`src/rtl/module_teclado_scan_if.sv`:
```
// Keypad bus: column inputs from the matrix, row drive back to it, and the key code
// handed to the evaluator.
interface module_teclado_scan_if;
   logic [3:0] col_i;
   logic [3:0] row_o;
   logic [3:0] B;

   modport master (output col_i, input row_o, input B);
   modport slave  (input col_i, output row_o, output B);
endinterface

```
`src/rtl/module_teclado_scan.sv`:
```
// 4x4 keypad scanner: rotates an active-low row, debounces press and release,
// and holds a non-zero key code on B only while a key is stably pressed.
module module_teclado_scan #(
   parameter int SCAN_DIV        = 1000,
   parameter int DEBOUNCE_CYCLES = 50000
) (
   input  logic                clk,
   input  logic                rst_n,
   module_teclado_scan_if.slave kp
);
   localparam int DIV_W = (SCAN_DIV > 1) ? $clog2(SCAN_DIV) : 1;
   localparam int DEB_W = (DEBOUNCE_CYCLES > 1) ? $clog2(DEBOUNCE_CYCLES) : 1;
   localparam logic [DIV_W-1:0] DIV_LAST = DIV_W'(SCAN_DIV - 1);
   localparam logic [DEB_W-1:0] DEB_LAST = DEB_W'(DEBOUNCE_CYCLES - 1);

   typedef enum logic [1:0] {
      ST_SCAN     = 2'd0,
      ST_DEBOUNCE = 2'd1,
      ST_PRESSED  = 2'd2,
      ST_RELEASE  = 2'd3
   } state_t;

   state_t           state_r, state_s;
   logic [3:0]       sync1_r, col_s_r;
   logic [DIV_W-1:0] div_r, div_s;
   logic [DEB_W-1:0] deb_r, deb_s;
   logic [1:0]       row_idx_r, row_idx_s;
   logic [3:0]       row_r, row_s;
   logic [3:0]       col_cap_r, col_cap_s;
   logic [3:0]       key_r, key_s;
   logic             valid_s;

   // Exactly one column low, and not the reserved bottom-right key.
   function automatic logic pattern_valid(input logic [3:0] col, input logic [1:0] r);
      logic ok;
      case (col)
         4'b1110, 4'b1101, 4'b1011: ok = 1'b1;
         4'b0111:                   ok = (r != 2'd3);
         default:                   ok = 1'b0;
      endcase
      return ok;
   endfunction

   function automatic logic [3:0] key_code(input logic [1:0] r, input logic [3:0] col);
      logic [1:0] c;
      case (col)
         4'b1110: c = 2'd0;
         4'b1101: c = 2'd1;
         4'b1011: c = 2'd2;
         default: c = 2'd3;
      endcase
      return {r, c} + 4'd1;
   endfunction

   assign valid_s  = pattern_valid(col_s_r, row_idx_r);
   assign kp.row_o = row_r;
   assign kp.B     = key_r;

   // Two-flop synchronizer for the asynchronous column lines
   always_ff @(posedge clk) begin
      if (!rst_n) begin
         sync1_r <= 4'hF;
         col_s_r <= 4'hF;
      end else begin
         sync1_r <= kp.col_i;
         col_s_r <= sync1_r;
      end
   end

   // State register
   always_ff @(posedge clk) begin
      if (!rst_n) begin
         state_r <= ST_SCAN;
      end else begin
         state_r <= state_s;
      end
   end

   // Next-state decision
   always_comb begin
      state_s = state_r;
      case (state_r)
         ST_SCAN: begin
            if ((div_r == DIV_LAST) && valid_s) state_s = ST_DEBOUNCE;
            else                                state_s = ST_SCAN;
         end
         ST_DEBOUNCE: begin
            if (col_s_r != col_cap_r)   state_s = ST_SCAN;
            else if (deb_r == DEB_LAST) state_s = ST_PRESSED;
            else                        state_s = ST_DEBOUNCE;
         end
         ST_PRESSED: begin
            if (col_s_r == 4'hF) state_s = ST_RELEASE;
            else                 state_s = ST_PRESSED;
         end
         ST_RELEASE: begin
            if (col_s_r != 4'hF)        state_s = ST_PRESSED;
            else if (deb_r == DEB_LAST) state_s = ST_SCAN;
            else                        state_s = ST_RELEASE;
         end
         default: state_s = ST_SCAN;
      endcase
   end

   // Counter, row, capture and key-code updates for each state
   always_comb begin
      div_s     = div_r;
      deb_s     = deb_r;
      row_idx_s = row_idx_r;
      col_cap_s = col_cap_r;
      key_s     = key_r;
      case (state_r)
         ST_SCAN: begin
            if (div_r != DIV_LAST) begin
               div_s = div_r + DIV_W'(1);
            end else if (valid_s) begin
               col_cap_s = col_s_r;
               deb_s     = '0;
            end else begin
               row_idx_s = row_idx_r + 2'd1;
               div_s     = '0;
            end
         end
         ST_DEBOUNCE: begin
            if (col_s_r != col_cap_r) begin
               row_idx_s = row_idx_r + 2'd1;
               div_s     = '0;
            end else if (deb_r == DEB_LAST) begin
               key_s = key_code(row_idx_r, col_cap_r);
            end else begin
               deb_s = deb_r + DEB_W'(1);
            end
         end
         ST_PRESSED: begin
            if (col_s_r == 4'hF) deb_s = '0;
            else                 deb_s = deb_r;
         end
         ST_RELEASE: begin
            // A column dropping low again just falls back to PRESSED.
            if (col_s_r != 4'hF) begin
               deb_s = deb_r;
            end else if (deb_r == DEB_LAST) begin
               key_s     = 4'd0;
               row_idx_s = row_idx_r + 2'd1;
               div_s     = '0;
            end else begin
               deb_s = deb_r + DEB_W'(1);
            end
         end
         default: begin
            div_s     = '0;
            deb_s     = '0;
            row_idx_s = 2'd0;
            key_s     = 4'd0;
         end
      endcase
      row_s = ~(4'b0001 << row_idx_s);
   end

   // Datapath and output registers
   always_ff @(posedge clk) begin
      if (!rst_n) begin
         div_r     <= '0;
         deb_r     <= '0;
         row_idx_r <= 2'd0;
         row_r     <= 4'b1110;
         col_cap_r <= 4'd0;
         key_r     <= 4'd0;
      end else begin
         div_r     <= div_s;
         deb_r     <= deb_s;
         row_idx_r <= row_idx_s;
         row_r     <= row_s;
         col_cap_r <= col_cap_s;
         key_r     <= key_s;
      end
   end
endmodule
```
`src/flat_wrapper.sv`:
```
// flat-port wrapper written by rule: the top's interface ports become plain ports
module module_teclado_scan_flat 
#(
   parameter int SCAN_DIV        = 1000,
   parameter int DEBOUNCE_CYCLES = 50000
)
  (clk, rst_n, kp_col_i, kp_row_o, kp_B);
  module_teclado_scan_if kp_i ();
  input  logic clk;
  input  logic rst_n;
  input wire logic [$bits(kp_i.col_i)-1:0] kp_col_i;
  output wire logic [$bits(kp_i.row_o)-1:0] kp_row_o;
  output wire logic [$bits(kp_i.B)-1:0] kp_B;
  assign kp_i.col_i = kp_col_i;
  assign kp_row_o = kp_i.row_o;
  assign kp_B = kp_i.B;
  module_teclado_scan #(.SCAN_DIV(SCAN_DIV), .DEBOUNCE_CYCLES(DEBOUNCE_CYCLES)) u_core (.clk(clk), .rst_n(rst_n), .kp(kp_i));
endmodule
```
`config.mk`:
```
export PLATFORM = sky130hd
export DESIGN_NAME = module_teclado_scan_flat
export DESIGN_NICKNAME = d
export VERILOG_FILES = /design/src/rtl/module_teclado_scan_if.sv /design/src/rtl/module_teclado_scan.sv /design/src/flat_wrapper.sv
export SDC_FILE = /design/constraint.sdc
export NUM_CORES = 1
export LEC_CHECK = 0
export ABC_AREA = 1
export CORE_ASPECT_RATIO = 1.75
export CORE_UTILIZATION = 60
export CTS_BUF_LIST = sky130_fd_sc_hd__clkbuf_4 sky130_fd_sc_hd__clkbuf_8 sky130_fd_sc_hd__clkbuf_16
export CTS_CLUSTER_DIAMETER = 80
export DETAILED_ROUTE_END_ITERATION = 10
export DONT_BUFFER_PORTS = 1
export PLACE_DENSITY = 0.76
export SLEW_MARGIN = 10
export SYNTH_ARGS = -nofsm -noshare
export SYNTH_HDL_FRONTEND = slang
export SYNTH_SLANG_ARGS = --single-unit
```
`constraint.sdc`:
```
create_clock -name clk -period 2.2 [get_ports clk]
set_input_delay 0.44 -clock clk [delete_from_list [all_inputs] [get_ports clk]]
set_output_delay 0.44 -clock clk [all_outputs]
set_load 0.05 [all_outputs]
```
==> flow_summary.yaml, run 1 <==
die:
  die_w_um: 54.9
  num_rows: 33
  die_area_um2: 5190
  start_util_pct: 62.4
  die_h_um: 94.5
  core-area_um2: 4710
  num_io_pins: 14
logic_synthesis:
  synthCells: 446
  synth.avg_cell_area_um2: 6.58
  yosys_warnings: 0
  synth-seq-area-share_pct: 34.1
  synth-seq-cells: 50
  synth_fp_nets: 456
  syn-cell-area_um2: 2940
  synth_cell_types: 32
sta:
  whs_ns: 0.216
  finalHoldViolations: 0
  worst_slew_pin_slew_ns: 0.915
  drv_slew: 0
  period_share_pct: 88.7
  fmax_mhz: 513
  rsz0062_at_grt: "no"
  relSlewSlack_pct: 38.9
  final.setup_skew_ns: 0.00400
  post-route-min-period_ns: 1.95
  final.setup.tns_ns: 0
  setup_viol: 0
cts:
  cts_sinks: 50
  cts_resized: 0
  clk_latency_ns: 0.30
  numCtsBuffers: 5
  cts_root_buffer: "clkbuf_8"
  cts_max_path_buffers: 2
  clkTransAtPathRegs_ns: 0.09
  htreeDepth: 2
  cts_tree: "done"
  cts_setup_buffers: 0
  holdBufCountCts: 0
layout:
  antennaDiodeCount: 0
  syn2layout_area_growth_pct: 5.16
  final_cell_mix: "131 x nand2_1, 60 x nor2_1, 50 x dfxtp_1, 40 x nand3_1, 34 x inv_1"
  finalNetCount: 456
  drive_above_1_share_pct: 12.3
  instances_no_fill: 499
  final_common_cell: "nand2_1"
place:
  portBuffers: 0
  gp_congestion: 0.905
  dp_hpwl_um: 4960
  place_inst: 491
worst_setup_path:
  worst_r2r_path_depth: 10
  path_cells: "ha_1 -> nand2_1 -> inv_2 -> nand2_2 -> nor2_4 -> nand3_4 -> nand3_2 -> nand3_2 -> o21ai_0 -> nor2_1"
  required_ns: 2.40
  crit_fanout: 18
  cp-end-kind: "flip-flop"
  cp-start-kind: "flip-flop"
  cp.arrival_ns: 2.15
  max_stage_delay_ns: 0.38
  cp_slowest_cell: "dfxtp_1"
  path_class: "flip-flop to flip-flop"
  path_common_cell: "nand3_2"
drt:
  routed_wl_um: 6650
  post-route-drc-count: 0
  firstDrtPassIters: 4
  ant_nets: 0
  dr_total_vias: 2779
  drtIter0Drc: 81
  routed_via_density: 5.57
  drt-wirelength-per-cell_um: 13.3
worst_hold_path:
  hold_path_class: "primary input to flip-flop"
  min_path_cells: 1
grt:
  grt_max_degree: 30
  grt_usage_pct: 28.5
  antenna_found_initial: 0
  grt_pass1_wl_um: 10700
  gr-total-overflow: 0
  grt_pass1_vias: 2558
outcome:
  status: "finished, final reports clean"
pwr:
  cellLeakagePower_nw: 1.19
  vdd_drop_max_v: 0.000499
  powerDensity_nw_per_um2: 550
flow_run:
  cap_violations: 0
-- cells by family (layout without fill, tap and decap cells) --
group                      after synthesis  count (layout)  synth area share (%)
adders and majority gates                4               4                  1.71
AOI/OAI and AO/OA                       45              45                  9.12
buffers and inverters                   54              55                  7.59
and+or+nand+nor                        281             281                  43.9
xor gates and xnor gates                12              12                  3.58
DFF                                     50              50                  34.1
-- path summary, 6_finish.rpt --
| path | endpoint | slack [ns] | startpoint |
|---|---|---|---|
| setup / recovery | u_core.deb_r[1] | 0.25 | u_core.deb_r[0] |
| hold / removal | u_core.kp.row_o[1] | 0.22 | rst_n |
| setup reg to reg | u_core.deb_r[1] | 0.25 | u_core.deb_r[0] |
| hold reg to reg | u_core.col_s_r[2] | 0.42 | u_core.sync1_r[2] |
-- through the flow --
| step | power, mW | worst slack, ns | area [µm²] | utilization, % |
|---|---|---|---|---|
| 6_report | 1.70 | 0.249 | 3090 | 65.6 |
| 4_1_cts | 1.71 | 0.229 | 3090 | 65.6 |
| 5_1_grt | 1.77 | 0.0258 | 3090 | 65.6 |
| 3_3_place_gp | 1.06 | 0.296 | 2970 | 63.2 |
| 2_1_floorplan | 1.05 | 0.561 | 2940 | - |
| 3_5_place_dp | 1.07 | 0.241 | 2970 | 63.2 |
-- where the power goes --
part,total [mW],internal [mW],switching (mW)
clock network,0.654,0.352,0.303
registers,0.957,0.923,0.0332
logic,0.0872,0.0329,0.0543
-- cells in the mapped netlist, drive strengths merged --
| master | instances | share of area (%) |
|---|---|---|
| nand2 | 134 | 17 |
| nor2 | 64 | 9.2 |
| dfxtp | 50 | 34 |
| nand3 | 44 | 8.4 |
| inv | 42 | 5.4 |
| a21oi | 36 | 7.4 |
| nand4 | 12 | 3.0 |
| xor2 | 12 | 3.6 |
| nor3 | 10 | 1.9 |
| or2 | 9 | 1.9 |
| clkbuf | 8 | 1.0 |
| o21ai | 7 | 1.2 |
| buf | 4 | 1.2 |
| ha | 4 | 1.7 |
| nand3b | 4 | 1.2 |
| nor3b | 3 | 0.77 |
| o21bai | 2 | 0.51 |
| and3 | 1 | 0.21 |
-- layout make-up --
cell class | instances | area (µm²)
Clock buffer | 6 | 76.3
Clock inverter | 2 | 37.5
Fill cell | 445 | 1620
Inverter | 42 | 158
Multi-Input combinational cell | 342 | 1710
Sequential cell | 50 | 1000
Tap cell | 52 | 65.1
Timing Repair Buffer | 5 | 37.5
-- worst max-delay path: cells and delay by family, from the launching register on --
family / cells / cell delay [ns]
fa+ha+maj: 1 / 0.20
simple gates: 7 / 0.91
compound gates: 1 / 0.26
buf+inv: 1 / 0.08
flops: 1 / 0.38
-- layer usage --
layer / wire length (µm) / track usage [%]
met1: 2500 / 27.0
met2: 3640 / 50.1
met3: 159 / 5.96
met4: 340 / 20.9
met5: 0 / 0
-- flip-flops by register name (all words and copies together) (netlist names) --
name,count
u_core.row_idx_r,2
u_core.kp.row_o,4
u_core.div_r,10
u_core.deb_r,16
u_core.state_r,2
u_core.col_s_r,4
u_core.sync1_r,4
u_core.kp.B,4
u_core.col_cap_r,4
Power figures use the tool's default switching activity.
==> run 2: changes to the inputs <==
CTS_BUF_LIST = sky130_fd_sc_hd__clkbuf_4   (was sky130_fd_sc_hd__clkbuf_4 sky130_fd_sc_hd__clkbuf_8 sky130_fd_sc_hd__clkbuf_16)
==> run 2 against run 1 <==
  * Cell area fell by 1.0%
  * Hold slack got worse by 0.072 ns
  * Final cell count did not move
  * Global-route usage fell by 0.97 points
  * Critical path type unchanged
  * Largest power group unchanged
  * First-iteration DRC count fell by 41%
  * Clock skew rose by 0.0033 ns
==> flow_summary.yaml, run 2 (same netlist as run 1, synthesis figures left out) <==
grt:
  grt_busiest_layer: "met2"
  antenna_found_initial: 0
  grt_use_met2_pct: 52.7
  grt_max_degree: 30
  grt_util_met1_pct: 25.3
  grt_pass1_vias: 2545
  grt_usage_pct: 27.5
  grt_pass1_wl_um: 10500
  met3_usage_pct: 4.03
  gr-total-overflow: 0
drt:
  firstDrtPassIters: 5
  routed_wl_um: 6600
  routed_via_density: 5.52
  drtIter0Drc: 48
  dr_total_vias: 2756
  drt-wirelength-per-cell_um: 13.2
  post-route-drc-count: 0
  ant_nets: 0
cts:
  holdBufCountCts: 0
  cts_max_path_buffers: 2
  cts_resized: 0
  numCtsBuffers: 5
  clk_latency_ns: 0.37
  cts_tree: "done"
  cts_setup_buffers: 0
  cts_sinks: 50
  htreeDepth: 2
  clkTransAtPathRegs_ns: 0.14
  cts_root_buffer: "clkbuf_4"
die:
  num_rows: 33
  die_area_um2: 5190
  start_util_pct: 62.4
  die_h_um: 94.5
  num_io_pins: 14
  core-area_um2: 4710
  die_w_um: 54.9
sta:
  finalHoldViolations: 0
  worst_slew_pin_slew_ns: 0.900
  drv_slew: 0
  final.setup.tns_ns: 0
  post-route-min-period_ns: 1.96
  period_share_pct: 89.2
  setup_viol: 0
  relSlewSlack_pct: 39.9
  rsz0062_at_grt: "no"
  fmax_mhz: 510
  final.setup_skew_ns: 0.00731
worst_setup_path:
  worstReg2RegEnd: "u_core.deb_r[1]"
  cp_slowest_cell: "dfxtp_1"
  crit_path_start: "u_core.deb_r[0]"
  r2r-start: "u_core.deb_r[0]"
  path_common_cell: "nand3_2"
  crit_fanout: 18
  max_stage_delay_ns: 0.40
  worstSetupEndpoint: "u_core.deb_r[1]"
  rrSetupSlack_ns: 0.24
  worst_r2r_path_depth: 10
  cp-start-kind: "flip-flop"
  cp.arrival_ns: 2.24
  path_class: "flip-flop to flip-flop"
  path_cells: "ha_1 -> nand2_1 -> inv_2 -> nand2_2 -> nor2_4 -> nand3_4 -> nand3_2 -> nand3_2 -> o21ai_0 -> nor2_1"
  required_ns: 2.48
  cp-end-kind: "flip-flop"
layout:
  final_cell_mix: "131 x nand2_1, 60 x nor2_1, 50 x dfxtp_1, 40 x nand3_1, 34 x inv_1"
  syn2layout_area_growth_pct: 4.09
  top_regs: "u_core.deb_r: 16 flops, u_core.div_r: 10 flops"
  largest_reg_flops: 16
  finalNetCount: 456
  final_common_cell: "nand2_1"
  antennaDiodeCount: 0
  drive_above_1_share_pct: 12.3
  regMostFlops: "u_core.deb_r"
  instances_no_fill: 499
place:
  dp_hpwl_um: 4960
  place_inst: 491
  portBuffers: 0
  gp_congestion: 0.905
pwr:
  powerDensity_nw_per_um2: 519
  vdd_drop_max_v: 0.000404
  cellLeakagePower_nw: 1.17
flow_run:
  cap_violations: 0
outcome:
  status: "finished, final reports clean"
worst_hold_path:
  hold_path_class: "primary input to flip-flop"
==> run 2: changes by cell type in the layout (fill, tap and decap cells not counted) <==
cell | previous run | this run
clkbuf_4 | 1 | 6
clkbuf_8 | 5 | 0
==> run 2: worst max-delay path, delay by kind of cell, from the launching register on <==
kind	cells	cell delay (ns)
AND/OR/NAND/NOR	7	0.93
flip-flops	1	0.40
buffers and inverters	1	0.08
AO/OA/AOI/OAI	1	0.26
adder cells (fa/ha/maj)	1	0.20
==> run 2: how the worst min path moves through the flow <==
stage	cells past startpoint	end	startpoint	slack, ns
2_1_floorplan	1	u_core.col_s_r[0]	u_core.sync1_r[0]	0.39
3_3_place_gp	1	u_core.col_s_r[2]	u_core.sync1_r[2]	0.39
3_5_place_dp	1	u_core.col_s_r[2]	u_core.sync1_r[2]	0.40
4_1_cts	1	u_core.kp.row_o[1]	rst_n	0.13
5_1_grt	1	u_core.kp.row_o[1]	rst_n	0.12
6_report	1	u_core.kp.row_o[1]	rst_n	0.14
==> run 2: cell type report <==
class,instances,area [µm²]
Inverter,42,158
Sequential cell,50,1000
Multi-Input combinational cell,342,1710
Clock buffer,6,45.0
Timing Repair Buffer,5,37.5
Fill cell,449,1650
Clock inverter,2,37.5
Tap cell,52,65.1
==> run 2: stage by stage <==
stage	hold slack (ns)	cell area, µm²	power [mW]	utilization (%)	worst slack (ns)
final	0.144	3060	1.59	64.9	0.238
after global routing	0.124	3060	1.65	64.9	0.00334
after CTS	0.132	3060	1.61	64.9	0.216
after detailed placement	0.399	2970	1.07	63.2	0.241
after global placement	0.394	2970	1.06	63.2	0.296
after floorplan	0.393	2940	1.05	-	0.561
==> run 2: per-layer routing <==
layer  vias up  wire length [µm]
li1       1431                 -
met1      1255              2480
met2        53              3710
met3        17               158
met4         0               253
met5         -                 0
==> run 2: where the power goes <==
part           internal (mW)  switching (mW)  total (mW)
clock network          0.252           0.289       0.542
registers              0.925          0.0332       0.958
logic                 0.0329          0.0541      0.0871
==> run 3: changes to the inputs <==
CORE_UTILIZATION = 66   (was 60)
PLACE_DENSITY = 0.82   (was 0.76)
==> run 3 against run 2 <==
  * Sequential share of layout area grew 0.31 points
  * Global-route usage up 4.0 points
  * Final cell count is 1.0% lower
  * Register-to-register slack barely moved
  * Total power fell by 7.8%
  * Combinational power grew 4.2%
  * Cell area fell by 0.94%
  * Critical path depth did not move
  * Fmax up 0.77%
  * First-iteration DRC count rose by 81%
  * Critical path type unchanged
  * Largest cell class unchanged
  * Largest power group unchanged
==> flow_summary.yaml, run 3 (same netlist as run 1, synthesis figures left out) <==
outcome:
  status: "finished, final reports clean"
grt:
  antenna_found_initial: 0
  grt_max_degree: 39
  gr-total-overflow: 0
  grt_usage_pct: 31.5
  grt_pass1_wl_um: 11300
  grt_pass1_vias: 2799
layout:
  regMostFlops: "u_core.deb_r"
  finalNetCount: 455
  antennaDiodeCount: 0
  largest_reg_flops: 16
  final_cell_mix: "131 x nand2_1, 60 x nor2_1, 50 x dfxtp_1, 40 x nand3_1, 34 x inv_1"
  fillers: 388
  multi_input_area_um2: 1710
  syn2layout_area_growth_pct: 3.11
  final_common_cell: "nand2_1"
  drive_above_1_share_pct: 11.9
  instances_no_fill: 494
  top_regs: "u_core.deb_r: 16 flops, u_core.div_r: 10 flops"
  fin_area_um2: 3030
  regArea_um2: 1000
worst_setup_path:
  path_class: "flip-flop to flip-flop"
  cp-end-kind: "flip-flop"
  cp-start-kind: "flip-flop"
  cp.arrival_ns: 2.22
  required_ns: 2.48
  crit_fanout: 18
pwr:
  vdd_drop_max_v: 0.000483
  powerDensity_nw_per_um2: 483
  p_clk_share_pct: 28.3
  power.internal_mw: 1.10
  swShare_pct: 24.4
  pwr-share-comb_pct: 6.2
  cellLeakagePower_nw: 1.16
  power.switching_mw: 0.357
  p_seq_share_pct: 65.5
drt:
  firstDrtPassIters: 4
  ant_nets: 0
  routed_via_density: 5.67
  dr_total_vias: 2803
  post-route-drc-count: 0
  drtIter0Drc: 87
  drt-wirelength-per-cell_um: 13.5
  routed_wl_um: 6660
place:
  portBuffers: 0
  placed_cell_area_um2: 2970
  dp_hpwl_um: 5000
  place_inst: 487
  gp_congestion: 0.877
sta:
  final.setup_skew_ns: 0.0132
  period_share_pct: 88.5
  post-route-min-period_ns: 1.95
  worst_slew_pin_slew_ns: 0.517
  fmax_mhz: 514
  rsz0062_at_grt: "no"
  relSlewSlack_pct: 65.3
  whs_ns: 0.160
  final.setup.tns_ns: 0
  drv_slew: 0
  finalHoldViolations: 0
  setup_viol: 0
die:
  core-area_um2: 4190
  die_w_um: 52.4
  die_h_um: 90.2
  start_util_pct: 70.1
  num_rows: 31
  num_io_pins: 14
  die_area_um2: 4730
cts:
  cts_max_path_buffers: 2
  cts_tree: "done"
  htreeDepth: 2
  cts_root_buffer: "clkbuf_4"
  numCtsBuffers: 5
  cts_resized: 0
  clk_latency_ns: 0.37
  clkTransAtPathRegs_ns: 0.13
  cts_setup_buffers: 0
  cts_sinks: 50
  holdBufCountCts: 0
flow_run:
  cap_violations: 0
worst_hold_path:
  hold_path_class: "primary input to flip-flop"
## run 3: per-stage QoR
| stage | setup WS (ns) | power, mW | utilization (%) |
|---|---|---|---|
| floorplan | 0.561 | 1.05 | - |
| global placement | 0.323 | 1.07 | 71.0 |
| detailed placement | 0.278 | 1.07 | 71.0 |
| CTS | 0.261 | 1.48 | 72.3 |
| global route | 0.0712 | 1.53 | 72.3 |
| finish | 0.253 | 1.46 | 72.3 |
## run 3: cell type report
class / count / share of cell area (%)
clock buffers: 7 / 1.74
well taps: 49 / 2.03
inverters: 42 / 5.21
flip-flops and latches: 50 / 33.1
multi-input cells: 342 / 56.6
repair buffers: 4 / 1.41
## run 3: path summary, 6_finish.rpt
check	start	cells after the start	slack, ns	endpoint
worst min-delay path	rst_n	1	0.16	u_core.kp.row_o[1]
worst max register to register	u_core.deb_r[0]	10	0.25	u_core.deb_r[1]
worst min register to register	u_core.sync1_r[2]	1	0.41	u_core.col_s_r[2]
worst max-delay path	u_core.deb_r[0]	10	0.25	u_core.deb_r[1]
## run 3: power by group through the flow
stage                     clock [mW]  combinational (mW)  sequential (mW)
after floorplan                    0              0.0732            0.973
after global placement             0              0.0877            0.978
after detailed placement           0              0.0904            0.978
after CTS                      0.430              0.0908            0.958
after global routing           0.461               0.105            0.961
final                          0.414              0.0908            0.958
## run 3: worst max-delay path: stages, from the launching register on
cell	delay (ns)
dfxtp_1	0.39
ha_1	0.20
nand2_1	0.11
inv_2	0.08
nand2_2	0.06
nor2_4	0.15
nand3_4	0.11
nand3_2	0.10
nand3_2	0.32
o21ai_0	0.29
nor2_1	0.05
## run 3: layer usage
metal	global-route usage (%)	up-vias	wire length, µm
met5	0	-	0
met4	22.1	0	347
met3	4.91	29	181
met2	58.5	67	3660
met1	28.1	1275	2470
li1	-	1432	-
